`src/rtl/bp_stream_to_lite.sv`:
```
// bp_stream_to_lite
//
// Deserializer that turns a BedRock memory stream into one wide BedRock Lite
// message. The stream delivers a header plus one narrow data beat per
// handshake, and a last flag. Only one message is buffered at a time.
//
// The header layout is {payload, size[2:0], addr[paddr-1:0], msg_type[3:0]}.
// msg_type sits at the LSBs. The payload field is lce_id plus way id.
//
// Ports
//   clk_i         rising-edge clock
//   reset_n_i     asynchronous active-low reset
//   mem_header_i  stream header (addr advances per beat)
//   mem_data_i    stream beat data
//   mem_v_i       beat valid
//   mem_ready_o   beat ready (registered)
//   mem_last_i    final beat of the message
//   mem_o         assembled Lite message {header, data}
//   mem_v_o       message valid (registered)
//   mem_ready_i   sink ready
//
// Optional build macro BP_STREAM_TO_LITE_REPLICATE_EN.
//   When defined, beats fill slots 0..N-1 in arrival order. The N-slot block
//   is then replicated across the output data.
//   When undefined, each beat lands in the slot given by its own address.
module bp_stream_to_lite
  #(parameter int paddr_width_p            = 40
  , parameter int lce_id_width_p           = 4
  , parameter int lce_assoc_p              = 8
  , parameter int in_data_width_p          = 64
  , parameter int out_data_width_p         = 512
  , parameter logic [15:0] payload_mask_p  = '0
  , localparam int payload_width_lp  = lce_id_width_p + $clog2(lce_assoc_p)
  , localparam int header_width_lp   = payload_width_lp + 3 + paddr_width_p + 4
  , localparam int msg_width_lp      = header_width_lp + out_data_width_p
  )
  (input  logic                        clk_i
  , input  logic                       reset_n_i
  , input  logic [header_width_lp-1:0] mem_header_i
  , input  logic [in_data_width_p-1:0] mem_data_i
  , input  logic                       mem_v_i
  , output logic                       mem_ready_o
  , input  logic                       mem_last_i
  , output logic [msg_width_lp-1:0]    mem_o
  , output logic                       mem_v_o
  , input  logic                       mem_ready_i
  );

  localparam int stream_words_lp = out_data_width_p / in_data_width_p;
  localparam int offset_lp       = $clog2(in_data_width_p / 8);
  localparam int cnt_width_lp    = (stream_words_lp > 1) ? $clog2(stream_words_lp) : 1;

  typedef enum logic {e_collect, e_send} state_e;

  state_e state_q, state_d;
  logic   ready_q, v_q;
  // One bit wider than a slot index, so that it can hold the full beat count N.
  logic [cnt_width_lp:0]          cnt_q, cnt_d;
  logic [header_width_lp-1:0]     header_q;
  logic [out_data_width_p-1:0]    buf_flat;
  logic [out_data_width_p-1:0]    data_out;
  logic [cnt_width_lp-1:0]        wr_slot;
  logic                           clear;

  wire [3:0]               in_msg_type = mem_header_i[3:0];
  wire [paddr_width_p-1:0] in_addr     = mem_header_i[4 +: paddr_width_p];
  wire                     is_payload  = payload_mask_p[in_msg_type];
  wire                     accept      = ready_q & mem_v_i;
  wire                     final_slot  = (cnt_q == (cnt_width_lp+1)'(stream_words_lp - 1));
  // An overrun beat (the buffer is full but last is not set) closes the message.
  wire                     last_beat   = accept & (mem_last_i | final_slot);

`ifdef BP_STREAM_TO_LITE_REPLICATE_EN
  assign wr_slot = (stream_words_lp == 1) ? '0 : cnt_q[cnt_width_lp-1:0];
`else
  assign wr_slot = (stream_words_lp == 1) ? '0 : in_addr[offset_lp +: cnt_width_lp];
`endif

  always_comb begin
    state_d = state_q;
    cnt_d   = cnt_q;
    clear   = 1'b0;
    case (state_q)
      e_collect: begin
        if (accept) begin
          cnt_d = cnt_q + 1'b1;
          if (last_beat) state_d = e_send;
        end
      end
      e_send: begin
        if (mem_ready_i) begin
          state_d = e_collect;
          cnt_d   = '0;
          clear   = 1'b1;
        end
      end
      default: state_d = e_collect;
    endcase
  end

  always_ff @(posedge clk_i or negedge reset_n_i) begin
    if (!reset_n_i) begin
      state_q  <= e_collect;
      cnt_q    <= '0;
      ready_q  <= 1'b0;
      v_q      <= 1'b0;
      header_q <= '0;
    end else begin
      state_q <= state_d;
      cnt_q   <= cnt_d;
      // Handshake flags come from the next state, so both stay registered.
      ready_q <= (state_d == e_collect);
      v_q     <= (state_d == e_send);
      if (accept && (cnt_q == '0)) header_q <= mem_header_i;
    end
  end

`ifdef BP_STREAM_TO_LITE_REPLICATE_EN
  // N is a power of two, so "slot mod N" reduces to a mask of N-1.
  logic [cnt_width_lp:0]   cnt_m1;
  logic [cnt_width_lp-1:0] rep_mask;
  assign cnt_m1   = cnt_q - 1'b1;
  assign rep_mask = cnt_m1[cnt_width_lp-1:0];
`endif

  for (genvar gi = 0; gi < stream_words_lp; gi++) begin : g_slot
    localparam logic [cnt_width_lp-1:0] slot_lp = cnt_width_lp'(gi);
    logic [in_data_width_p-1:0] slot_q;

    always_ff @(posedge clk_i or negedge reset_n_i) begin
      if (!reset_n_i)                                   slot_q <= '0;
      else if (clear)                                   slot_q <= '0;
      else if (accept && is_payload && wr_slot == slot_lp) slot_q <= mem_data_i;
    end

    assign buf_flat[gi*in_data_width_p +: in_data_width_p] = slot_q;

`ifdef BP_STREAM_TO_LITE_REPLICATE_EN
    wire [cnt_width_lp-1:0] src_slot = slot_lp & rep_mask;
    assign data_out[gi*in_data_width_p +: in_data_width_p] =
      buf_flat[src_slot*in_data_width_p +: in_data_width_p];
`else
    assign data_out[gi*in_data_width_p +: in_data_width_p] = slot_q;
`endif
  end

  assign mem_ready_o = ready_q;
  assign mem_v_o     = v_q;
  assign mem_o       = {header_q, data_out};

  always @(posedge clk_i) begin
    if (reset_n_i)
      assert (!(accept && final_slot && !mem_last_i))
        else $error("bp_stream_to_lite: stream overrun without last flag");
  end

endmodule

```
`config.mk`:
```
export PLATFORM = sky130hd
export DESIGN_NAME = bp_stream_to_lite
export DESIGN_NICKNAME = d
export VERILOG_FILES = /design/src/rtl/bp_stream_to_lite.sv
export SDC_FILE = /design/constraint.sdc
export NUM_CORES = 1
export LEC_CHECK = 0
export ABC_CLOCK_PERIOD_IN_PS = 1800
export BUFFER_PORTS_ARGS = -buffer_cell sky130_fd_sc_hd__buf_2
export CAP_MARGIN = 5
export CORE_AREA = 2 2 266 268
export CTS_CLUSTER_DIAMETER = 200
export DETAILED_ROUTE_END_ITERATION = 8
export DIE_AREA = 0 0 268 270
export MAX_ROUTING_LAYER = met4
export PLACE_DENSITY = 0.35
export SLEW_MARGIN = 20
export SYNTH_ARGS = -nofsm -noshare
export SYNTH_HDL_FRONTEND = slang
export SYNTH_SLANG_ARGS = --single-unit
export TNS_END_PERCENT = 30
```
`constraint.sdc`:
```
create_clock -name clk_i -period 1.8 [get_ports clk_i]
set_input_delay 0.27 -clock clk_i [delete_from_list [all_inputs] [get_ports clk_i]]
set_output_delay 0.27 -clock clk_i [all_outputs]
set_load 0.05 [all_outputs]
```
Word level (Yosys, flattened, before mapping)
Memory sizes are Yosys's and may differ from the RTL's.
Cells that the tools add are included.
{ "word_totals": {"register_bits": 572, "romBits": 16, "inputBits": 123, "output_inout_bits": 568, "word_cells": 77, "memories": 1} }
{ "classes": {"addsub": 1, "n_lt_le_gt_ge": 1, "n_eq_ne": 10, "muxes": 26, "n_bitwise": 5, "reduce_logical": 21} }
{ "memory_table": {"columns": ["memory", "words", "word_bits", "rd", "rd_ports_with_merged_regs", "write_ports", "line_no", "source"], "rows": [
  ["(no name shown)", 16, 1, 1, 0, 0, "67", "wire is_payload = payload_mask_p[in_msg_type];"]
]} }
{ "ops": {"columns": ["op", "n"], "rows": [
  ["$mux W64", 16],
  ["$reduce_bool A2 Y1", 8],
  ["$eq A3 B3 Y1 const B", 4],
  ["$logic_and A1 B1 Y1", 10],
  ["$mux W4", 2],
  ["$pmux W4 S2", 1],
  ["$eq A3 B2 Y1 const B", 2],
  ["$mux W1", 6],
  ["$lt A4 B5 Y1 const B", 1],
  ["$add A4 B1 Y4 const B", 1],
  ["$eq A4 B3 Y1 const B", 1],
  ["$logic_not A4 Y1", 1],
  ["$ne A2 B2 Y1 const B", 2],
  ["$eq A3 B1 Y1 const B", 1],
  ["$logic_not A3 Y1", 1],
  ["$and A1 B1 Y1", 2],
  ["$not A1 Y1", 2],
  ["$pmux W1 S2", 1],
  ["$reduce_and A2 Y1", 1],
  ["$or A1 B1 Y1", 1]
]} }

Longest topological paths before layout
{ "depth": {"ltp_word": 7, "depth_mapped": 6} }

Least setup slack after synthesis
Ideal clock, no wire load.
{ "synth_timing": {"path_kind": "reg2reg", "startpoint": "register ready_q, in the netlist mem_ready_o", "endpoint": "register header_q[10]", "arrival_ns": 1.534, "required_time_ns": 1.675, "slack_ns": 0.142, "stages_incl_launch_ff": 5, "path_buffers": 1, "period_less_slack_ns": 1.658, "path_cell_list": "dfrtp_1 > nand4b_4 > nor2_8 > buf_6 > mux2_2"} }
{ "synth_via": {"elab_chain_cells": 2} }
{ "synth_rtl": {"columns": ["item", "line_no", "source"], "rows": [
  ["start, declared", "56", "logic ready_q, v_q;"],
  ["start signal, assigned", "112", "ready_q <= (state_d == e_collect);"],
  ["$and A1 B1 Y1", "68", "wire accept = ready_q & mem_v_i;"],
  ["$logic_and A1 B1 Y1", "114", "if (accept && (cnt_q == '0)) header_q <= mem_header_i;"],
  ["end signal, assigned", "114", null],
  ["end, declared", "59", "logic [header_width_lp-1:0] header_q;"]
]} }
Every way passes these cells.
A chain may end at the register's enable or synchronous reset.

Worst setup path in the final report
{ "layout_timing": {"startpoint": "register cnt_q[1]", "endpoint": "register header_q[37]"} }
{ "layout_via": {"elab_chain_cells": 2} }
{ "layout_rtl": {"columns": ["item", "line_no", "source"], "rows": [
  ["start, declared", "58", "logic [cnt_width_lp:0] cnt_q, cnt_d;"],
  ["start signal, assigned", "110", "cnt_q <= cnt_d;"],
  ["$logic_not A4 Y1", "114", null],
  ["$logic_and A1 B1 Y1", "114", null]
]} }
Every way passes these cells.

==> impl_metrics.ini <==
[sta]
relSlewSlack = 0.7587
max_freq_mhz = 612.4
setup_tns_ps = 0
period_needed_ps = 1633
hold_violations = 0
tightest_slew_ps = 360.8
maxSlewViolCount = 0
timing.final.crit_share = 0.9072
rsz0062_at_grt = no
hold_ws_ps = 71.25
setup_violations = 0
clock_skew_ps = 8.060

[placed_design]
gpl.final_weighted_congestion = 0.6640
dpl.hpwl_um = 13870
io_buffers = 626
placed_area_sq_um = 8723

[clock_network]
cts_max_path_buffers = 2
path_clk_slew_ps = 70
numCtsBuffers = 17
clock-root-buffer = clkbuf_16
htreeDepth = 4
post_cts_buffers = 0
cts.sinks = 124
cts_tree = built
ctsResizeCount = 0
clock_latency_ps = 460
ctsHoldBuffers = 53

[logic_synthesis]
synth_cell_types = 23
yosysSeqAreaShare = 0.4007
postSynth.asyncResetShare = 1.000
syn_area_sq_um = 7744
synth_seq_cells = 124
synth_edf_count = 0
synth_cells = 727
yosysMostFrequentCell = buf_4
yosys_most_used_dff = dfrtp_1
syn-mean-instance-area_sq_um = 10.65
synth_area_leader_cell = buf_4
yosysWarnings = 0
synth_area_leaders = buf_4 43%, dfrtp_1 40%, and2_1 5.2%, mux2_1 4.4%, mux2_2 3.5%
synthTopCellsByCount = 448 x buf_4, 124 x dfrtp_1, 64 x and2_1, 30 x mux2_1, 24 x mux2_2
synthDominantCellAreaShare = 0.4343
synth.net_count = 852

[global_routing]
grt_overflow = 0
grt_max_degree = 65
grt_antenna_before_repair = 2
grt_use_total = 0.05185
grt_pass1_wl_um = 26670
grt_pass1_vias = 4330

[floorplan]
chipHeight_um = 270
row_count = 97
fp.coreArea_sq_um = 69540
die-area_sq_um = 72360
start_util = 0.1114
io_pins = 691
die_w_um = 268

[power]
ir_worst_vdd_v = 0.0008503
power_density_nw_per_um2 = 1197
p_leak_nw = 5.985

[worst_hold_path]
hp-class = in2reg

[worst_setup_path]
path_max_fanout = 29
required_ps = 2140
cp.arrival_ps = 1980
critPathKind = reg2reg
worstSetupStartpointType = flip-flop
critPathCaptureType = flip-flop

[finish]
final_cell_area_sq_um = 9852
layout-drive-gt1-share = 0.7033
layout.nets = 1096
area_delta_synth_final_pct = 27.23

[drt]
antenna_left = 0
vias = 5036
wl_um = 18700
drc = 0
dr.pass1.iters = 5
drtIter0Drc = 109
routedWlPerCell_um = 9.714
post_drt_via_cell_ratio = 2.616

[run_status]
outcome = finished clean

[flow_run]
drv_cap = 0
## power by group
group          internal (mW)  total (mW)  leakage, nW  switching (mW)
clock                   1.98        3.62        0.288            1.65
sequential              3.45        3.79         1.61           0.334
combinational           1.23        4.38         4.09            3.15
total                   6.67        11.8         5.99            5.13
## per-stage QoR
step	setup slack [ps]	power, mW	util	instances
detailed placement	152.5	8.188	0.1254	1839
CTS	117.1	12.13	0.1416	1924
finish	167.0	11.79	0.1417	1925
global placement	153.1	8.173	0.1254	1839
global route	63.62	12.46	0.1417	1925
floorplan	141.7	7.037	-	727
## metal layers
metal	vias up	GRT usage	routed length, um
met2	334	0.09081	9923
li1	2312	-	-
met1	2367	0.04868	6657
met3	23	0.02070	1730
met5	-	-	0
met4	0	0.02646	388
## cells by family after synthesis
group | count (synthesis) | share of synthesized area
flops | 124 | 0.4007
compound gates | 9 | 0.007757
simple gates | 73 | 0.06237
fa+ha+maj | 2 | 0.003231
buf+inv | 465 | 0.4474
mux | 54 | 0.07853
## area by class of cell
cell class	instances	area (sq um)
Fill cell	7885	59690
Timing Repair Buffer	685	3777
Sequential cell	124	3103
Multi-Input combinational cell	138	1179
Tap cell	940	1176
Clock buffer	17	425.4
Clock inverter	15	170.2
Inverter	5	18.77
Antenna cell	1	2.502
## registers in the layout, indices dropped and copies added (netlist names)
signal         cells
mem_ready_o        1
cnt_q              4
mem_v_o            1
header_q          54
g_slot.slot_q     64
## worst max-delay path: stages, from the launching register on
cell and delay (ps):
dfrtp_1 410, inv_1 70, ha_1 190, nand4b_4 140
nor2_8 140, buf_12 210, mux2_1 340
## cells in the final DEF (no fill, tap or decap), types with 6 or more instances in the layout
master,instances
buf_2,625
dfrtp_1,124
and2_1,64
dlygate4sd3_1,53
mux2_1,30
mux2_2,24
clkbuf_16,17
inv_6,6
## final timing paths
| path | slack [ps] | endpoint | startpoint | cells past startpoint |
|---|---|---|---|---|
| setup reg to reg | 170 | header_q[37]$_DFFE_PN0P_ | cnt_q[1]$_DFFE_PN0P_ | 6 |
| hold reg to reg | 480 | header_q[49]$_DFFE_PN0P_ | header_q[49]$_DFFE_PN0P_ | 1 |
| hold / removal | 70 | header_q[10]$_DFFE_PN0P_ | mem_header_i[10] | 2 |
| max in group asynchronous | 910 | g_slot[7].slot_q[31]$_DFFE_PN0P_ | reset_n_i | 3 |
| setup / recovery | 170 | header_q[37]$_DFFE_PN0P_ | cnt_q[1]$_DFFE_PN0P_ | 6 |
| min in group asynchronous | 260 | header_q[20]$_DFFE_PN0P_ | reset_n_i | 2 |
Note: power is estimated with default switching activity, not from simulation.
